<file path="src/rtl/mole_pkg.sv">
// Shared definitions for the whack-a-mole game control and the mole sprite renderer:
// state encoding, hole geometry and small combinational helpers.
package mole_pkg;

    localparam int         NUM_HOLES = 5;
    localparam logic [2:0] NO_HOLE   = 3'd7;
    localparam int         TIMER_W   = 24;

    typedef logic [TIMER_W-1:0] timer_t;

    typedef enum logic [2:0] {
        IDLE,
        GAP,
        UP,
        HIT_HOLD,
        OVER
    } state_t;

    typedef struct packed {
        logic [9:0] x;
        logic [9:0] y;
    } hole_pos_t;

    // Hole centres on the 640x480 playfield, indexed by oval_select.
    function automatic hole_pos_t hole_center(input logic [2:0] hole);
        hole_pos_t pos;
        case (hole)
            3'd0:    pos = '{x: 10'd120, y: 10'd200};
            3'd1:    pos = '{x: 10'd320, y: 10'd200};
            3'd2:    pos = '{x: 10'd520, y: 10'd200};
            3'd3:    pos = '{x: 10'd220, y: 10'd340};
            3'd4:    pos = '{x: 10'd420, y: 10'd340};
            default: pos = '{x: 10'd0,   y: 10'd0};
        endcase
        return pos;
    endfunction

    // Reload value for a down-counter lasting n cycles; a length of 0 behaves as 1.
    function automatic timer_t cycles_to_load(input timer_t n);
        return (n == '0) ? '0 : n - TIMER_W'(1);
    endfunction

    // Fold 3 random bits onto the holes and step past the previous hole.
    function automatic logic [2:0] pick_hole(input logic [2:0] raw, input logic [2:0] prev);
        logic [2:0] c;
        c = (raw >= 3'(NUM_HOLES)) ? raw - 3'(NUM_HOLES) : raw;
        if (c == prev) begin
            c = (c == 3'(NUM_HOLES - 1)) ? 3'd0 : c + 3'd1;
        end
        return c;
    endfunction

    function automatic logic [NUM_HOLES-1:0] hole_mask(input logic [2:0] hole);
        logic [NUM_HOLES-1:0] m;
        for (int i = 0; i < NUM_HOLES; i++) begin
            m[i] = (hole == 3'(i));
        end
        return m;
    endfunction

endpackage

</file>
<file path="src/rtl/mole_spawner_if.sv">
// Player/HUD-facing bundle of the mole spawner: start and hit buttons in, hole select,
// visibility, hit pulse, score, misses and game-over out.
interface mole_spawner_if;
    import mole_pkg::*;

    logic                 start;
    logic [NUM_HOLES-1:0] hit_btn;
    logic [2:0]           oval_select;
    logic                 mole_visible;
    logic                 hit_pulse;
    logic [7:0]           score;
    logic [3:0]           misses;
    logic                 game_over;

    // master: button logic and HUD/renderer; slave: the spawner itself.
    modport master (
        output start, hit_btn,
        input  oval_select, mole_visible, hit_pulse, score, misses, game_over
    );

    modport slave (
        input  start, hit_btn,
        output oval_select, mole_visible, hit_pulse, score, misses, game_over
    );

endinterface

</file>
<file path="src/rtl/mole_lfsr8.sv">
// Free-running 8-bit Fibonacci LFSR, polynomial x^8 + x^6 + x^5 + x^4 + 1, stepped every clock.
module mole_lfsr8 (
    input  logic       clk,
    input  logic       rst,
    input  logic [7:0] seed,
    output logic [7:0] q
);

    logic [7:0] r_q;
    logic       w_fb;

    assign w_fb = r_q[7] ^ r_q[5] ^ r_q[4] ^ r_q[3];

    // NOTE: sequential state uses non-blocking assignments so every register samples pre-edge values.
    always_ff @(posedge clk or negedge rst) begin
        if (!rst) begin
            // All-zero is the lock-up state of an XOR LFSR, so a zero seed is replaced.
            r_q <= (seed == 8'd0) ? 8'h01 : seed;
        end else begin
            r_q <= {r_q[6:0], w_fb};
        end
    end

    assign q = r_q;

endmodule

</file>
<file path="src/rtl/mole_spawner.sv">
// Whack-a-mole game control: picks the hole, times each mole, detects hits, keeps score/misses.
// Build macro MOLE_DIFFICULTY_RAMP_EN shortens the mole up-time on every 8th hit.
module mole_spawner
    import mole_pkg::*;
#(
    parameter timer_t     UP_CYCLES       = 24'd12_500_000,
    parameter timer_t     GAP_CYCLES      = 24'd6_250_000,
    parameter timer_t     HIT_HOLD_CYCLES = 24'd2_500_000,
    parameter logic [3:0] MAX_MISSES      = 4'd5,
    parameter logic [7:0] LFSR_SEED       = 8'hA5
`ifdef MOLE_DIFFICULTY_RAMP_EN
    ,
    parameter timer_t     UP_STEP         = 24'd625_000,
    parameter timer_t     UP_MIN          = 24'd3_125_000
`endif
) (
    input  logic          clk,
    input  logic          rst,
    mole_spawner_if.slave bus
);

    localparam timer_t GAP_LOAD  = cycles_to_load(GAP_CYCLES);
    localparam timer_t HOLD_LOAD = cycles_to_load(HIT_HOLD_CYCLES);

    state_t     r_state;
    timer_t     r_timer;
    logic [2:0] r_oval_select;
    logic [2:0] r_prev_hole;
    logic       r_mole_visible;
    logic       r_hit_pulse;
    logic [7:0] r_score;
    logic [3:0] r_misses;
    logic       r_game_over;

    logic [7:0] w_lfsr;
    logic [2:0] w_next_hole;
    logic [7:0] w_score_inc;
    logic       w_hit;
    logic       w_timer_done;
    logic       w_last_miss;
    timer_t     w_up_load;

    mole_lfsr8 u_lfsr (
        .clk  (clk),
        .rst  (rst),
        .seed (LFSR_SEED),
        .q    (w_lfsr)
    );

    assign w_next_hole  = pick_hole(w_lfsr[2:0], r_prev_hole);
    assign w_score_inc  = (r_score == 8'hFF) ? 8'hFF : r_score + 8'd1;
    assign w_hit        = |(bus.hit_btn & hole_mask(r_oval_select));
    assign w_timer_done = (r_timer == '0);
    assign w_last_miss  = ((r_misses + 4'd1) == MAX_MISSES);

`ifdef MOLE_DIFFICULTY_RAMP_EN
    timer_t r_up_len;
    timer_t w_up_next;
    logic   w_ramp_step;
    logic   w_restart;

    // NOTE: every always_comb output gets a default first so no latch is inferred.
    always_comb begin
        w_up_next = UP_MIN;
        if ({1'b0, r_up_len} >= ({1'b0, UP_MIN} + {1'b0, UP_STEP})) begin
            w_up_next = r_up_len - UP_STEP;
        end
    end

    assign w_ramp_step = (w_score_inc[2:0] == 3'd0) && (w_score_inc != 8'd0);
    assign w_restart   = bus.start && ((r_state == IDLE) || (r_state == OVER));
    assign w_up_load   = cycles_to_load(r_up_len);

    always_ff @(posedge clk or negedge rst) begin
        if (!rst) begin
            r_up_len <= UP_CYCLES;
        end else if (w_restart) begin
            r_up_len <= UP_CYCLES;
        end else if ((r_state == UP) && w_hit && w_ramp_step) begin
            r_up_len <= w_up_next;
        end
    end
`else
    assign w_up_load = cycles_to_load(UP_CYCLES);
`endif

    always_ff @(posedge clk or negedge rst) begin
        if (!rst) begin
            r_state        <= IDLE;
            r_timer        <= '0;
            r_oval_select  <= NO_HOLE;
            r_prev_hole    <= NO_HOLE;
            r_mole_visible <= 1'b0;
            r_hit_pulse    <= 1'b0;
            r_score        <= 8'd0;
            r_misses       <= 4'd0;
            r_game_over    <= 1'b0;
        end else begin
            r_hit_pulse <= 1'b0;
            case (r_state)
                IDLE: begin
                    if (bus.start) begin
                        r_state  <= GAP;
                        r_score  <= 8'd0;
                        r_misses <= 4'd0;
                        r_timer  <= GAP_LOAD;
                    end
                end

                GAP: begin
                    if (w_timer_done) begin
                        r_state        <= UP;
                        r_oval_select  <= w_next_hole;
                        r_prev_hole    <= w_next_hole;
                        r_mole_visible <= 1'b1;
                        r_timer        <= w_up_load;
                    end else begin
                        r_timer <= r_timer - TIMER_W'(1);
                    end
                end

                UP: begin
                    // A hit wins over a timeout landing on the same cycle.
                    if (w_hit) begin
                        r_state        <= HIT_HOLD;
                        r_score        <= w_score_inc;
                        r_hit_pulse    <= 1'b1;
                        r_mole_visible <= 1'b0;
                        r_timer        <= HOLD_LOAD;
                    end else if (w_timer_done) begin
                        r_misses       <= r_misses + 4'd1;
                        r_mole_visible <= 1'b0;
                        r_oval_select  <= NO_HOLE;
                        if (w_last_miss) begin
                            r_state     <= OVER;
                            r_game_over <= 1'b1;
                        end else begin
                            r_state <= GAP;
                            r_timer <= GAP_LOAD;
                        end
                    end else begin
                        r_timer <= r_timer - TIMER_W'(1);
                    end
                end

                HIT_HOLD: begin
                    // The renderer keeps drawing the whacked hole until the hold expires.
                    if (w_timer_done) begin
                        r_state       <= GAP;
                        r_oval_select <= NO_HOLE;
                        r_timer       <= GAP_LOAD;
                    end else begin
                        r_timer <= r_timer - TIMER_W'(1);
                    end
                end

                OVER: begin
                    r_oval_select <= NO_HOLE;
                    if (bus.start) begin
                        r_state     <= GAP;
                        r_score     <= 8'd0;
                        r_misses    <= 4'd0;
                        r_game_over <= 1'b0;
                        r_timer     <= GAP_LOAD;
                    end
                end

                default: begin
                    r_state <= IDLE;
                end
            endcase
        end
    end

    assign bus.oval_select  = r_oval_select;
    assign bus.mole_visible = r_mole_visible;
    assign bus.hit_pulse    = r_hit_pulse;
    assign bus.score        = r_score;
    assign bus.misses       = r_misses;
    assign bus.game_over    = r_game_over;

endmodule

</file>
<file path="src/flat_wrapper.sv">
// flat-port wrapper written by rule: the top's interface ports become plain ports
module mole_spawner_flat import mole_pkg::*;
#(
    parameter timer_t     UP_CYCLES       = 24'd12_500_000,
    parameter timer_t     GAP_CYCLES      = 24'd6_250_000,
    parameter timer_t     HIT_HOLD_CYCLES = 24'd2_500_000,
    parameter logic [3:0] MAX_MISSES      = 4'd5,
    parameter logic [7:0] LFSR_SEED       = 8'hA5

)
  (clk, rst, bus_start, bus_hit_btn, bus_oval_select, bus_mole_visible, bus_hit_pulse, bus_score, bus_misses, bus_game_over);
  mole_spawner_if bus_i ();
  input  logic clk;
  input  logic rst;
  input wire logic [$bits(bus_i.start)-1:0] bus_start;
  input wire logic [$bits(bus_i.hit_btn)-1:0] bus_hit_btn;
  output wire logic [$bits(bus_i.oval_select)-1:0] bus_oval_select;
  output wire logic [$bits(bus_i.mole_visible)-1:0] bus_mole_visible;
  output wire logic [$bits(bus_i.hit_pulse)-1:0] bus_hit_pulse;
  output wire logic [$bits(bus_i.score)-1:0] bus_score;
  output wire logic [$bits(bus_i.misses)-1:0] bus_misses;
  output wire logic [$bits(bus_i.game_over)-1:0] bus_game_over;
  assign bus_i.start = bus_start;
  assign bus_i.hit_btn = bus_hit_btn;
  assign bus_oval_select = bus_i.oval_select;
  assign bus_mole_visible = bus_i.mole_visible;
  assign bus_hit_pulse = bus_i.hit_pulse;
  assign bus_score = bus_i.score;
  assign bus_misses = bus_i.misses;
  assign bus_game_over = bus_i.game_over;
  mole_spawner #(.UP_CYCLES(UP_CYCLES), .GAP_CYCLES(GAP_CYCLES), .HIT_HOLD_CYCLES(HIT_HOLD_CYCLES), .MAX_MISSES(MAX_MISSES), .LFSR_SEED(LFSR_SEED)) u_core (.clk(clk), .rst(rst), .bus(bus_i));
endmodule
</file>
<file path="config.mk">
export PLATFORM = sky130hd
export DESIGN_NAME = mole_spawner_flat
export DESIGN_NICKNAME = d
export VERILOG_FILES = /design/src/rtl/mole_pkg.sv /design/src/rtl/mole_spawner_if.sv /design/src/rtl/mole_lfsr8.sv /design/src/rtl/mole_spawner.sv /design/src/flat_wrapper.sv
export SDC_FILE = /design/constraint.sdc
export NUM_CORES = 1
export LEC_CHECK = 0
export ABC_AREA = 1
export CORE_UTILIZATION = 30
export DETAILED_ROUTE_END_ITERATION = 12
export SYNTH_ARGS = -nofsm -noshare
export SYNTH_HDL_FRONTEND = slang
export SYNTH_SLANG_ARGS = --single-unit
</file>
<file path="constraint.sdc">
create_clock -name clk -period 2.3 [get_ports clk]
set_clock_uncertainty 0.05 [all_clocks]
set_input_delay 0.46 -clock clk [delete_from_list [all_inputs] [get_ports clk]]
set_output_delay 0.46 -clock clk [all_outputs]
set_load 0.005 [all_outputs]
</file>
==> impl_metrics.tcl, run 1 <==
set metrics [dict create \
    grt_overflow 0 \
    drtIter0Drc 232 \
    setup_viol 0 \
    fillers 1286 \
    antenna_cells 0 \
    post-route-util_pct 36.8 \
    cap_violations 0 \
    min_period_over_period_pct 91.9 \
    hold_viol_final 0 \
    leakage_uw 0.00226 \
    vias_per_cell 4.65 \
    worst_setup_path_end_kind "register" \
    synth_cell_type_count 33 \
    rsz0062_at_grt "false" \
    synthTopCellsByArea "dfrtp_1 (30%), nand2_1 (15%), nor2_1 (8.5%), inv_1 (7.4%), dfstp_2 (6.9%)" \
    fp.dieW_um 114 \
    nets 609 \
    ys_ff_latch 56 \
    rows 40 \
    yosysTopAreaCell "dfrtp_1" \
    wire_per_inst_um 12.5 \
    synth_edf_count 0 \
    cts.path.max_buffers 2 \
    hold_path_class "in2async" \
    dr.pass1.iters 5 \
    drt_wl_total_mm 9.55 \
    dieArea_um2 13100 \
    core_area_um2 12200 \
    io_buffers 25 \
    cts_made_buffers 5 \
    crit_path_start_kind "register" \
    critPathKind "reg2reg" \
    num_io_pins 26 \
    vias 3539 \
    drive_gt1_share_pct 11.1 \
    dp.final_hpwl_mm 7.42 \
    rr_endpoint "u_core.r_timer[4]$_DFFE_PN0P_" \
    area_delta_synth_final_pct 18.1 \
    worst_pin_slew_ns 0.418 \
    cts_tree "built" \
    ant_nets 0 \
    worstSetupEndpoint "u_core.r_timer[4]$_DFFE_PN0P_" \
    synth_cells 552 \
    grt_max_degree 33 \
    die_h_um 114 \
    fmax_ghz 0.473 \
    crit_start "u_core.r_timer[7]$_DFFE_PN0P_" \
    clkSinkCount 56 \
    async_reset_ff_share_pct 100 \
    arrival_ns 2.26 \
    worstRegToRegCells 10 \
    grt_pass1_vias 3269 \
    outcome "finished, final reports clean" \
    synth_top_cell_area_share_pct 30.4 \
    crit_fanout 9 \
    track_usage_pct 15.7 \
    period_minus_slack_ns 2.11 \
    drc 0 \
    initial_utilization_pct 31.1 \
    synth_area_um2 3780 \
    synthesis.nets 569 \
    antenna_found_initial 0 \
    rr_startpoint "u_core.r_timer[7]$_DFFE_PN0P_" \
    relSlewSlack_pct 72.0 \
    synthFlopType "dfrtp_1" \
    synth_common_cells "nand2_1 (156), nor2_1 (86), inv_1 (75)" \
    avgSynthCellArea_um2 6.86 \
    yosysSeqAreaShare_pct 37.4 \
    ys.warnings.count 0 \
    gp_congestion 0.891 \
    stdcell_area_um2 4470 \
    ir_drop_mv 0.338 \
    clk_latency_ns 0.31 \
    power_density_nw_per_um2 991 \
    grt_pass1_wl_mm 15.9 \
    cp.required_ns 2.44 \
    path_clk_slew_ns 0.08 \
    maxSlewViolCount 0 \
    dpl_cell_area_um2 4310 \
    tns_ns 0 \
    cts_root_buf "clkbuf_16" \
    hold-worst-slack_ns 0.0930 \
    htree_num_levels 2 \
    rrSetupSlack_ns 0.19 \
    synth.most_common_cell "nand2_1" \
]
==> worst max-delay path: stages (launching register included) <==
cell and delay [ns]:
dfrtp_1 0.38, nor2_1 0.32, nand2_1 0.17, nor2_1 0.19
nand3_2 0.28, nand2_2 0.15, nand2_1 0.14, nand3_1 0.11
nand3_1 0.07, nand2_1 0.09, o21ai_2 0.06
==> routing by layer <==
layer  share of wire [%]  up-vias  GRT usage (%)
met1                  48     1632           22.3
met5                   0        -              0
met2                  46       84           24.3
met3                 4.5       10           2.22
li1                    -     1813              -
met4                 1.6        0           5.45
==> per-stage QoR <==
stage | instances | worst slack (ns) | power (µW)
after detailed placement | 753 | 0.0640 | 3600
after CTS | 761 | 0.178 | 4460
after floorplan | 552 | 0.394 | 2920
after global routing | 761 | 0.0311 | 4800
after global placement | 753 | 0.127 | 3570
final | 761 | 0.187 | 4430
==> cells in the final DEF, fill, tap and decap left out, types with 2 or more instances in the layout <==
cell	n
nand2_1	155
nor2_1	86
inv_1	75
dfrtp_1	46
nand3_1	43
o21ai_0	36
clkdlybuf4s50_1	24
nand4_1	13
buf_4	13
xor2_1	11
dfstp_2	10
a21oi_1	9
nor2_2	9
ha_1	9
xnor2_1	7
o21ai_2	6
nand2_2	5
clkbuf_16	5
nand3b_1	4
o21ai_1	4
inv_2	3
nand3_2	3
o211ai_1	2
==> cell families after synthesis <==
| kind of cell | share of synthesized area [%] |
|---|---|
| buf+inv | 9.22 |
| fa+ha+maj | 2.98 |
| flops | 37.4 |
| simple gates | 37.9 |
| compound gates | 8.43 |
| xor+xnor | 4.17 |
==> timing repair <==
action,CTS,global route
setup endpoints to repair,0,2
hold buffers,0,0
buffers inserted,0,0
gates resized for setup,0,1
==> power by group <==
group / total [µW] / internal, µW / switching, µW
registers: 1590 / 1280 / 304
logic: 2010 / 798 / 1210
clock network: 833 / 421 / 412
total: 4430 / 2500 / 1930
==> flip-flops by register name (all words and copies together) (netlist names) <==
signal / count
u_core.r_timer: 24
u_core.bus.score: 8
u_core.u_lfsr.q: 8
u_core.bus.misses: 4
u_core.bus.oval_select: 3
u_core.r_prev_hole: 3
u_core.r_state: 3
u_core.bus.game_over: 1
u_core.bus.hit_pulse: 1
u_core.bus.mole_visible: 1
==> layout make-up <==
| cell class | count | area (µm²) | share of cell area [%] |
|---|---|---|---|
| Sequential cell | 56 | 1410 | 31.6 |
| Clock inverter | 3 | 33.8 | 0.755 |
| Inverter | 80 | 302 | 6.74 |
| Tap cell | 168 | 210 | 4.70 |
| Multi-Input combinational cell | 410 | 2020 | 45.3 |
| Timing Repair Buffer | 39 | 363 | 8.11 |
| Clock buffer | 5 | 125 | 2.80 |
==> worst min path at each step <==
stage	from	end	slack, ns
finish	rst	u_core.u_lfsr.q[4]$_DFF_PN0_	0.09
global route	rst	u_core.u_lfsr.q[3]$_DFF_PN0_	0.11
CTS	rst	u_core.u_lfsr.q[4]$_DFF_PN0_	0.11
detailed placement	u_core.u_lfsr.q[6]$_DFF_PN0_	u_core.u_lfsr.q[7]$_DFF_PN1_	0.30
global placement	u_core.u_lfsr.q[6]$_DFF_PN0_	u_core.u_lfsr.q[7]$_DFF_PN1_	0.29
floorplan	rst	u_core.bus.game_over$_DFFE_PN0P_	0.11
No activity file was read; power rests on OpenSTA's default activity.
==> run 2, diff against run 1 <==
CAP_MARGIN = 0   (was default)
CTS_CLUSTER_SIZE = 10   (was default)
==> results of run 2 <==
The final DEF is identical to that of run 1; final timing and power are the same.
